===== src/rtl/hour_min_counter.sv =====
// Timekeeping core: 1 Hz prescaler, hh:mm:ss counters, button-driven set mode
// for hours/minutes, and a blink enable for the field being set.
module hour_min_counter #(
  parameter int TICKS_PER_SEC = 100_000_000
) (
  input  logic       i_clk,
  input  logic       i_reset_n,
  input  logic       i_btn_mode,
  input  logic       i_btn_up,
  output logic [5:0] o_hour,
  output logic [5:0] o_min,
  output logic [5:0] o_sec,
  output logic [1:0] o_mode,
  output logic       o_sec_tick,
  output logic       o_blink
);

  localparam int PW = (TICKS_PER_SEC > 2) ? $clog2(TICKS_PER_SEC) : 1;
  localparam logic [PW-1:0] PRE_MAX  = PW'(TICKS_PER_SEC - 1);
  localparam logic [PW-1:0] PRE_HALF = PW'(TICKS_PER_SEC / 2);
  localparam logic [PW-1:0] PRE_ONE  = PW'(1);

  typedef enum logic [1:0] {
    MODE_RUN      = 2'd0,
    MODE_SET_HOUR = 2'd1,
    MODE_SET_MIN  = 2'd2
  } mode_e;

  mode_e         mode_q, mode_d;
  logic [PW-1:0] pre_q, pre_d;
  logic [5:0]    hour_q, hour_d;
  logic [5:0]    min_q, min_d;
  logic [5:0]    sec_q, sec_d;
  logic          tick_q, tick_d;
  logic          btn_mode_prev_q;
  logic          btn_up_prev_q;
  logic          mode_evt_s;
  logic          up_evt_s;
  logic          blink_s;

  assign mode_evt_s = i_btn_mode & ~btn_mode_prev_q;
  assign up_evt_s   = i_btn_up & ~btn_up_prev_q;

  always_ff @(posedge i_clk) begin
    if (!i_reset_n) begin
      mode_q          <= MODE_RUN;
      pre_q           <= '0;
      hour_q          <= 6'd0;
      min_q           <= 6'd0;
      sec_q           <= 6'd0;
      tick_q          <= 1'b0;
      btn_mode_prev_q <= 1'b1;
      btn_up_prev_q   <= 1'b1;
    end else begin
      mode_q          <= mode_d;
      pre_q           <= pre_d;
      hour_q          <= hour_d;
      min_q           <= min_d;
      sec_q           <= sec_d;
      tick_q          <= tick_d;
      btn_mode_prev_q <= i_btn_mode;
      btn_up_prev_q   <= i_btn_up;
    end
  end

  always_comb begin
    mode_d = mode_q;
    if (mode_evt_s) begin
      case (mode_q)
        MODE_RUN:      mode_d = MODE_SET_HOUR;
        MODE_SET_HOUR: mode_d = MODE_SET_MIN;
        MODE_SET_MIN:  mode_d = MODE_RUN;
        default:       mode_d = MODE_RUN;
      endcase
    end else begin
      mode_d = mode_q;
    end
  end

  // Mode events win over up events and second ticks on the same edge.
  always_comb begin
    pre_d  = pre_q;
    hour_d = hour_q;
    min_d  = min_q;
    sec_d  = sec_q;
    tick_d = 1'b0;
    if (mode_evt_s) begin
      pre_d = '0;
      if (mode_q == MODE_RUN) begin
        sec_d = 6'd0;
      end else begin
        sec_d = sec_q;
      end
    end else begin
      case (mode_q)
        MODE_RUN: begin
          if (pre_q == PRE_MAX) begin
            pre_d  = '0;
            tick_d = 1'b1;
            if (sec_q == 6'd59) begin
              sec_d = 6'd0;
              if (min_q == 6'd59) begin
                min_d = 6'd0;
                if (hour_q == 6'd23) begin
                  hour_d = 6'd0;
                end else begin
                  hour_d = hour_q + 6'd1;
                end
              end else begin
                min_d = min_q + 6'd1;
              end
            end else begin
              sec_d = sec_q + 6'd1;
            end
          end else begin
            pre_d = pre_q + PRE_ONE;
          end
        end
        MODE_SET_HOUR: begin
          if (pre_q == PRE_MAX) begin
            pre_d = '0;
          end else begin
            pre_d = pre_q + PRE_ONE;
          end
          if (up_evt_s) begin
            if (hour_q == 6'd23) begin
              hour_d = 6'd0;
            end else begin
              hour_d = hour_q + 6'd1;
            end
          end else begin
            hour_d = hour_q;
          end
        end
        MODE_SET_MIN: begin
          if (pre_q == PRE_MAX) begin
            pre_d = '0;
          end else begin
            pre_d = pre_q + PRE_ONE;
          end
          if (up_evt_s) begin
            if (min_q == 6'd59) begin
              min_d = 6'd0;
            end else begin
              min_d = min_q + 6'd1;
            end
          end else begin
            min_d = min_q;
          end
        end
        default: begin
          pre_d = '0;
        end
      endcase
    end
  end

  always_comb begin
    if (mode_q == MODE_RUN) begin
      blink_s = 1'b1;
    end else begin
      blink_s = (pre_q < PRE_HALF);
    end
  end

  assign o_hour     = hour_q;
  assign o_min      = min_q;
  assign o_sec      = sec_q;
  assign o_mode     = mode_q;
  assign o_sec_tick = tick_q;
  assign o_blink    = blink_s;

endmodule


===== config.mk =====
export PLATFORM = sky130hd
export DESIGN_NAME = hour_min_counter
export DESIGN_NICKNAME = d
export VERILOG_FILES = /design/src/rtl/hour_min_counter.sv
export SDC_FILE = /design/constraint.sdc
export NUM_CORES = 1
export LEC_CHECK = 0
export CAP_MARGIN = 10
export CORE_MARGIN = 4
export CORE_UTILIZATION = 60
export DETAILED_ROUTE_END_ITERATION = 8
export PLACE_DENSITY = 0.84
export RECOVER_POWER = 100
export SLEW_MARGIN = 20
export SYNTH_ARGS = -nofsm -noshare
export SYNTH_HDL_FRONTEND = slang
export SYNTH_SLANG_ARGS = --single-unit

===== constraint.sdc =====
create_clock -name i_clk -period 3.55 [get_ports i_clk]
set_clock_uncertainty 0.15 [all_clocks]
set_input_delay 0.71 -clock i_clk [delete_from_list [all_inputs] [get_ports i_clk]]
set_output_delay 0.71 -clock i_clk [all_outputs]
set_load 0.02 [all_outputs]

* Word-level counts from Yosys, hierarchy flattened *
Index checks and enable logic that the tools add are counted.

operators by class
  order comparisons = 1
  bitwise gates (word level) = 8
  reductions and logical operators = 10
  eq/ne operators = 11
  mux-type cells = 19
  add/subtract/negate cells = 4

operator list
  cell                                                    number
  2-to-1 mux 6 bit                                        14
  adder 27 x 1 -> 27 bit (second input constant)          1
  == test 27 bit (second input constant)                  1
  < comparator 27 x 26 -> 1 bit (second input constant)   1
  case mux 6 bit (2 select lines)                         2
  adder 6 x 1 -> 6 bit (second input constant)            3
  == test 6 bit (second input constant)                   2
  == test 6 x 5 -> 1 bit (second input constant)          1
  inequality test 2 x 1 -> 1 bit (second input constant)  3
  inverter 1 bit                                          6
  AND reduction 6 bit                                     1
  nonzero test 2 bit                                      3
  OR reduction 3 bit                                      2
  AND reduction 5 bit                                     1
  inequality test 2 bit (second input constant)           2
  case mux 2 bit (2 select lines)                         1
  OR reduction 4 bit                                      1
  bitwise AND 1 bit                                       2
  == test 2 x 1 -> 1 bit (second input constant)          1
  == test 2 bit (second input constant)                   1
  zero test 2 bit                                         1
  2-to-1 mux 1 bit                                        2
  AND reduction 2 bit                                     1

word-level totals
  logic and storage cells = 61
  register bits after elaboration = 50

* Longest topological paths before layout *
  depth after elaboration = 6
  gate-level depth with buffers = 8
  mapped depth without buffers = 7

* Worst setup path before layout *
No wires, ideal clock.

  path type = register to output
  from = reg pre_q[11]
  to = out o_blink
  cell stages (with the launch flop) = 7
  data arrival time = 1600 ps
  data required time = 2690 ps
  path slack = 1090 ps
  cells stage by stage = dfxtp_1 -> nor4_1 -> a21oi_1 -> o21ai_0 -> a211oi_1 -> o21a_1 -> o21ai_0

on the way
  longest elaborated chain between the ends = 2

RTL lines
  what                           RTL line  RTL
  start, declared                30        logic [PW-1:0] pre_q, pre_d;
  start signal, assigned         56        pre_q <= pre_d;
  < comparator 27 x 26 -> 1 bit  162       blink_s = (pre_q < PRE_HALF);
  2-to-1 mux 1 bit               159       if (mode_q == MODE_RUN) begin
  end, declared                  15        output logic o_blink

Every way passes these cells.

* Worst setup path after layout *
  from = reg pre_q[10]
  to = out o_blink

The elaborated chain is that of the path after synthesis.

==> results.md <==
- Cell taking the most area after synthesis: dfxtp_1
- Num CTS Buffers: 5
- Worst reg2reg setup slack: 0.46 ns
- P&R area growth vs syn: 14.78%
- Vias per cell: 5.827
- Hold Crit Start: pre_q[0]$_SDFF_PP0_
- DR DRC count: 0
- P per Cell Area: 370.7 nW/µm²
- DP HPWL: 3343 µm
- Area occupied by registers: 1001 µm²
- Leakage: 1.045 nW
- Fin util: 72.93%
- Share of layout cells above drive strength 1: 5.592%
- Final WL: 4844 µm
- Vias in the first global route: 1819
- Min-delay worst type: reg -> reg
- Initial antenna violation count: 0
- Area of the multi-input gates: 1271 µm²
- Worst-path fanout max: 6
- Fin crit share: 94.06%
- CP Class: reg -> out
- Syn avg cell area: 8.649 µm²
- I/O pin total: 26
- DR vias: 2051
- Worst Setup Start Kind: flop
- Hold endpoint: pre_q[0]$_SDFF_PP0_
- Dpl cells: 344
- RSZ-0062 raised after global routing: no
- DRT iter0 DRCs: 117
- ANT cells: 0
- Cell with the most instances after synthesis: nor2_1
- Overflow after GRT: 0
- Initial Util: 63.54%
- Slew headroom: 55.31%
- FMAX: 0.2995 GHz
- Hold Violations, Final: 0
- Reg2reg end: o_hour[4]$_SDFFE_PN0P_
- FF-to-FF Start: pre_q[17]$_SDFF_PP0_
- Remaining antenna violation count: 0
- VDD IR-drop max: 0.2973 mV
- Drt wl/cell: 13.76 µm
- Dpl cell area: 2674 µm²
- TNS Setup: 0 ns
- Sequential share of the synthesized area: 42.08%
- DIE AREA: 5035 µm²
- H-tree depth: 2
- Period minus WS final: 3.339 ns
- Combinational power share: 4.2%
- Switching part of the total power: 21.93%
- Syn Nets: 283
- Final setup viols: 0
- Top_reg_cell synth: dfxtp_1
- First-pass GRT wire length: 8128 µm
- Die Wd: 70.96 µm
- Required time worst endpoint: 2.69 ns
- Arrival time at the worst endpoint: 2.48 ns
- GRT Overall Usage: 19.70%
- Root Driver: clkbuf_8
- Clock tree buffer depth: 2
- Status: completed
- Clock power share: 39.2%
- Max-Cap Viols: 0
- Final Max Slew Viols: 0
- RePlAce Congestion: 0.8209
- Post-Layout Cell Count: 352
- Core area: 3744 µm²
- Leading post-synthesis cells by instance count: nor2_1, dfxtp_1, nand2_1, nand3_1, xnor2_1
- Sinks on Clock Net: 50
- Reg2Reg Depth: 6
- Final net count: 311
- Number of cell rows: 22
- Drt first pass iters: 4
- Area of the mapped netlist: 2379 µm²
- Die height: 70.96 µm
- Hold_buf cts: 0
- Synth top area cells: dfxtp_1, nor2_1, xnor2_1, xor2_1, nand2_1
- Async set-reset flop share out of synthesis: 0%
- Fillers: 301
- Part of the power in registers: 56.5%
- Clock-pin slew on the worst setup and hold paths: 0.09 ns
- Synthesis-stage register bit count: 50
- Switching power total: 0.0002219 W
- Ys Warns: 0
- Final Instance Area: 2730 µm²
- Clk Latency, worst-skew pair: 0.30 ns
- Yosys top cell area share: 42.08%
- P_int: 0.0007901 W
- Port buffer count: 25
- CTS resizes: 0
- Worst Tran Pin Value: 0.6704 ns
- Mapped Cells: 275
- Post-CTS setup buffer count: 0
- Largest net degree at the start of global routing: 28
- Hold path depth: 1
- Count of different cell masters after synthesis: 43
- CTS tree: done
- Post-synth EDFFs: 0
- Endpoint class of the critical path: primary output
==> power by group through the flow <==
stage	sequential, W	combinational, W	clock (W)
6_report	0.000572	0.0000430	0.000397
5_1_grt	0.000573	0.0000475	0.000425
4_1_cts	0.000572	0.0000467	0.000400
3_5_place_dp	0.000585	0.0000464	0
3_3_place_gp	0.000585	0.0000457	0
2_1_floorplan	0.000587	0.0000293	0
==> state kept, by name (all words and copies together), names as in the netlist <==
register,count
pre_q,27
o_hour,6
o_min,6
o_sec,6
o_mode,2
btn_mode_prev_q,1
btn_up_prev_q,1
o_sec_tick,1
==> per-stage QoR <==
step / power (W) / hold slack, ns / worst slack [ns]
after global placement: 0.0006307 / 0.2919 / 0.6832
after CTS: 0.001018 / 0.3221 / 0.2712
after detailed placement: 0.0006315 / 0.3005 / 0.7022
after floorplan: 0.0006158 / 0.2761 / 1.090
after global routing: 0.001046 / 0.3630 / 0.08122
final: 0.001012 / 0.3178 / 0.2107
==> worst max path at each step <==
stage,from,to,slack (ns),cells past startpoint
finish,pre_q[10]$_SDFF_PP0_,o_blink,0.21,7
CTS,pre_q[10]$_SDFF_PP0_,o_blink,0.27,7
global placement,pre_q[11]$_SDFF_PP0_,o_blink,0.68,7
floorplan,pre_q[11]$_SDFF_PP0_,o_blink,1.09,6
global route,pre_q[10]$_SDFF_PP0_,o_blink,0.08,7
detailed placement,pre_q[10]$_SDFF_PP0_,o_blink,0.70,7
==> worst max-delay path, cell delays in order (launching register included) <==
cell and delay [ns]:
dfxtp_1 0.36, nor4_1 0.39, a21oi_1 0.13, o21ai_0 0.20, a211oi_1 0.11, o21a_1 0.17
o21ai_0 0.12, dlygate4sd3_1 0.69
==> layout by cell type, fill, tap and decap left out, types with 3 or more instances in the layout <==
| cell type | synthesis | layout |
|---|---|---|
| nand3b_1 | 4 | 4 |
| nand3_1 | 17 | 17 |
| and4_1 | 4 | 4 |
| a41o_1 | 3 | 3 |
| clkbuf_8 | 0 | 5 |
| dfxtp_1 | 50 | 50 |
| nand4_1 | 9 | 9 |
| xnor2_1 | 17 | 17 |
| nor3_1 | 7 | 7 |
| mux2i_1 | 4 | 4 |
| nor2_1 | 52 | 52 |
| or2_2 | 4 | 4 |
| nand2b_1 | 5 | 5 |
| nand2_1 | 27 | 27 |
| dlygate4sd3_1 | 0 | 23 |
| ha_1 | 4 | 4 |
| o21ai_0 | 4 | 4 |
| xor2_1 | 15 | 15 |
| a21oi_1 | 7 | 8 |
| inv_1 | 7 | 7 |
| nor4_1 | 3 | 4 |
==> cell families after synthesis <==
logic type | count (synthesis) | share of synthesized area, %
fa+ha+maj | 4 | 2.104
simple gates | 144 | 30.35
compound gates | 28 | 9.627
mux | 4 | 1.683
xor+xnor | 32 | 11.78
flops | 50 | 42.08
buf+inv | 13 | 2.367
==> metal layers <==
layer / up-vias / track usage [%] / routed length (µm)
li1: 1015 / - / -
met1: 945 / 26.42 / 2293
met2: 77 / 30.18 / 2168
met3: 14 / 5.114 / 263
met4: 0 / 7.933 / 119
met5: - / 0 / 0
==> layout make-up <==
type                    count  share of cell area, %
multi-input cells         212                  46.56
flip-flops and latches     50                  36.66
well taps                  48                  2.200
clock buffers               5                  2.521
clock inverters             3                  1.467
repair buffers             27                  9.624
inverters                   7                 0.9624
(Power assumes the default switching activity.)
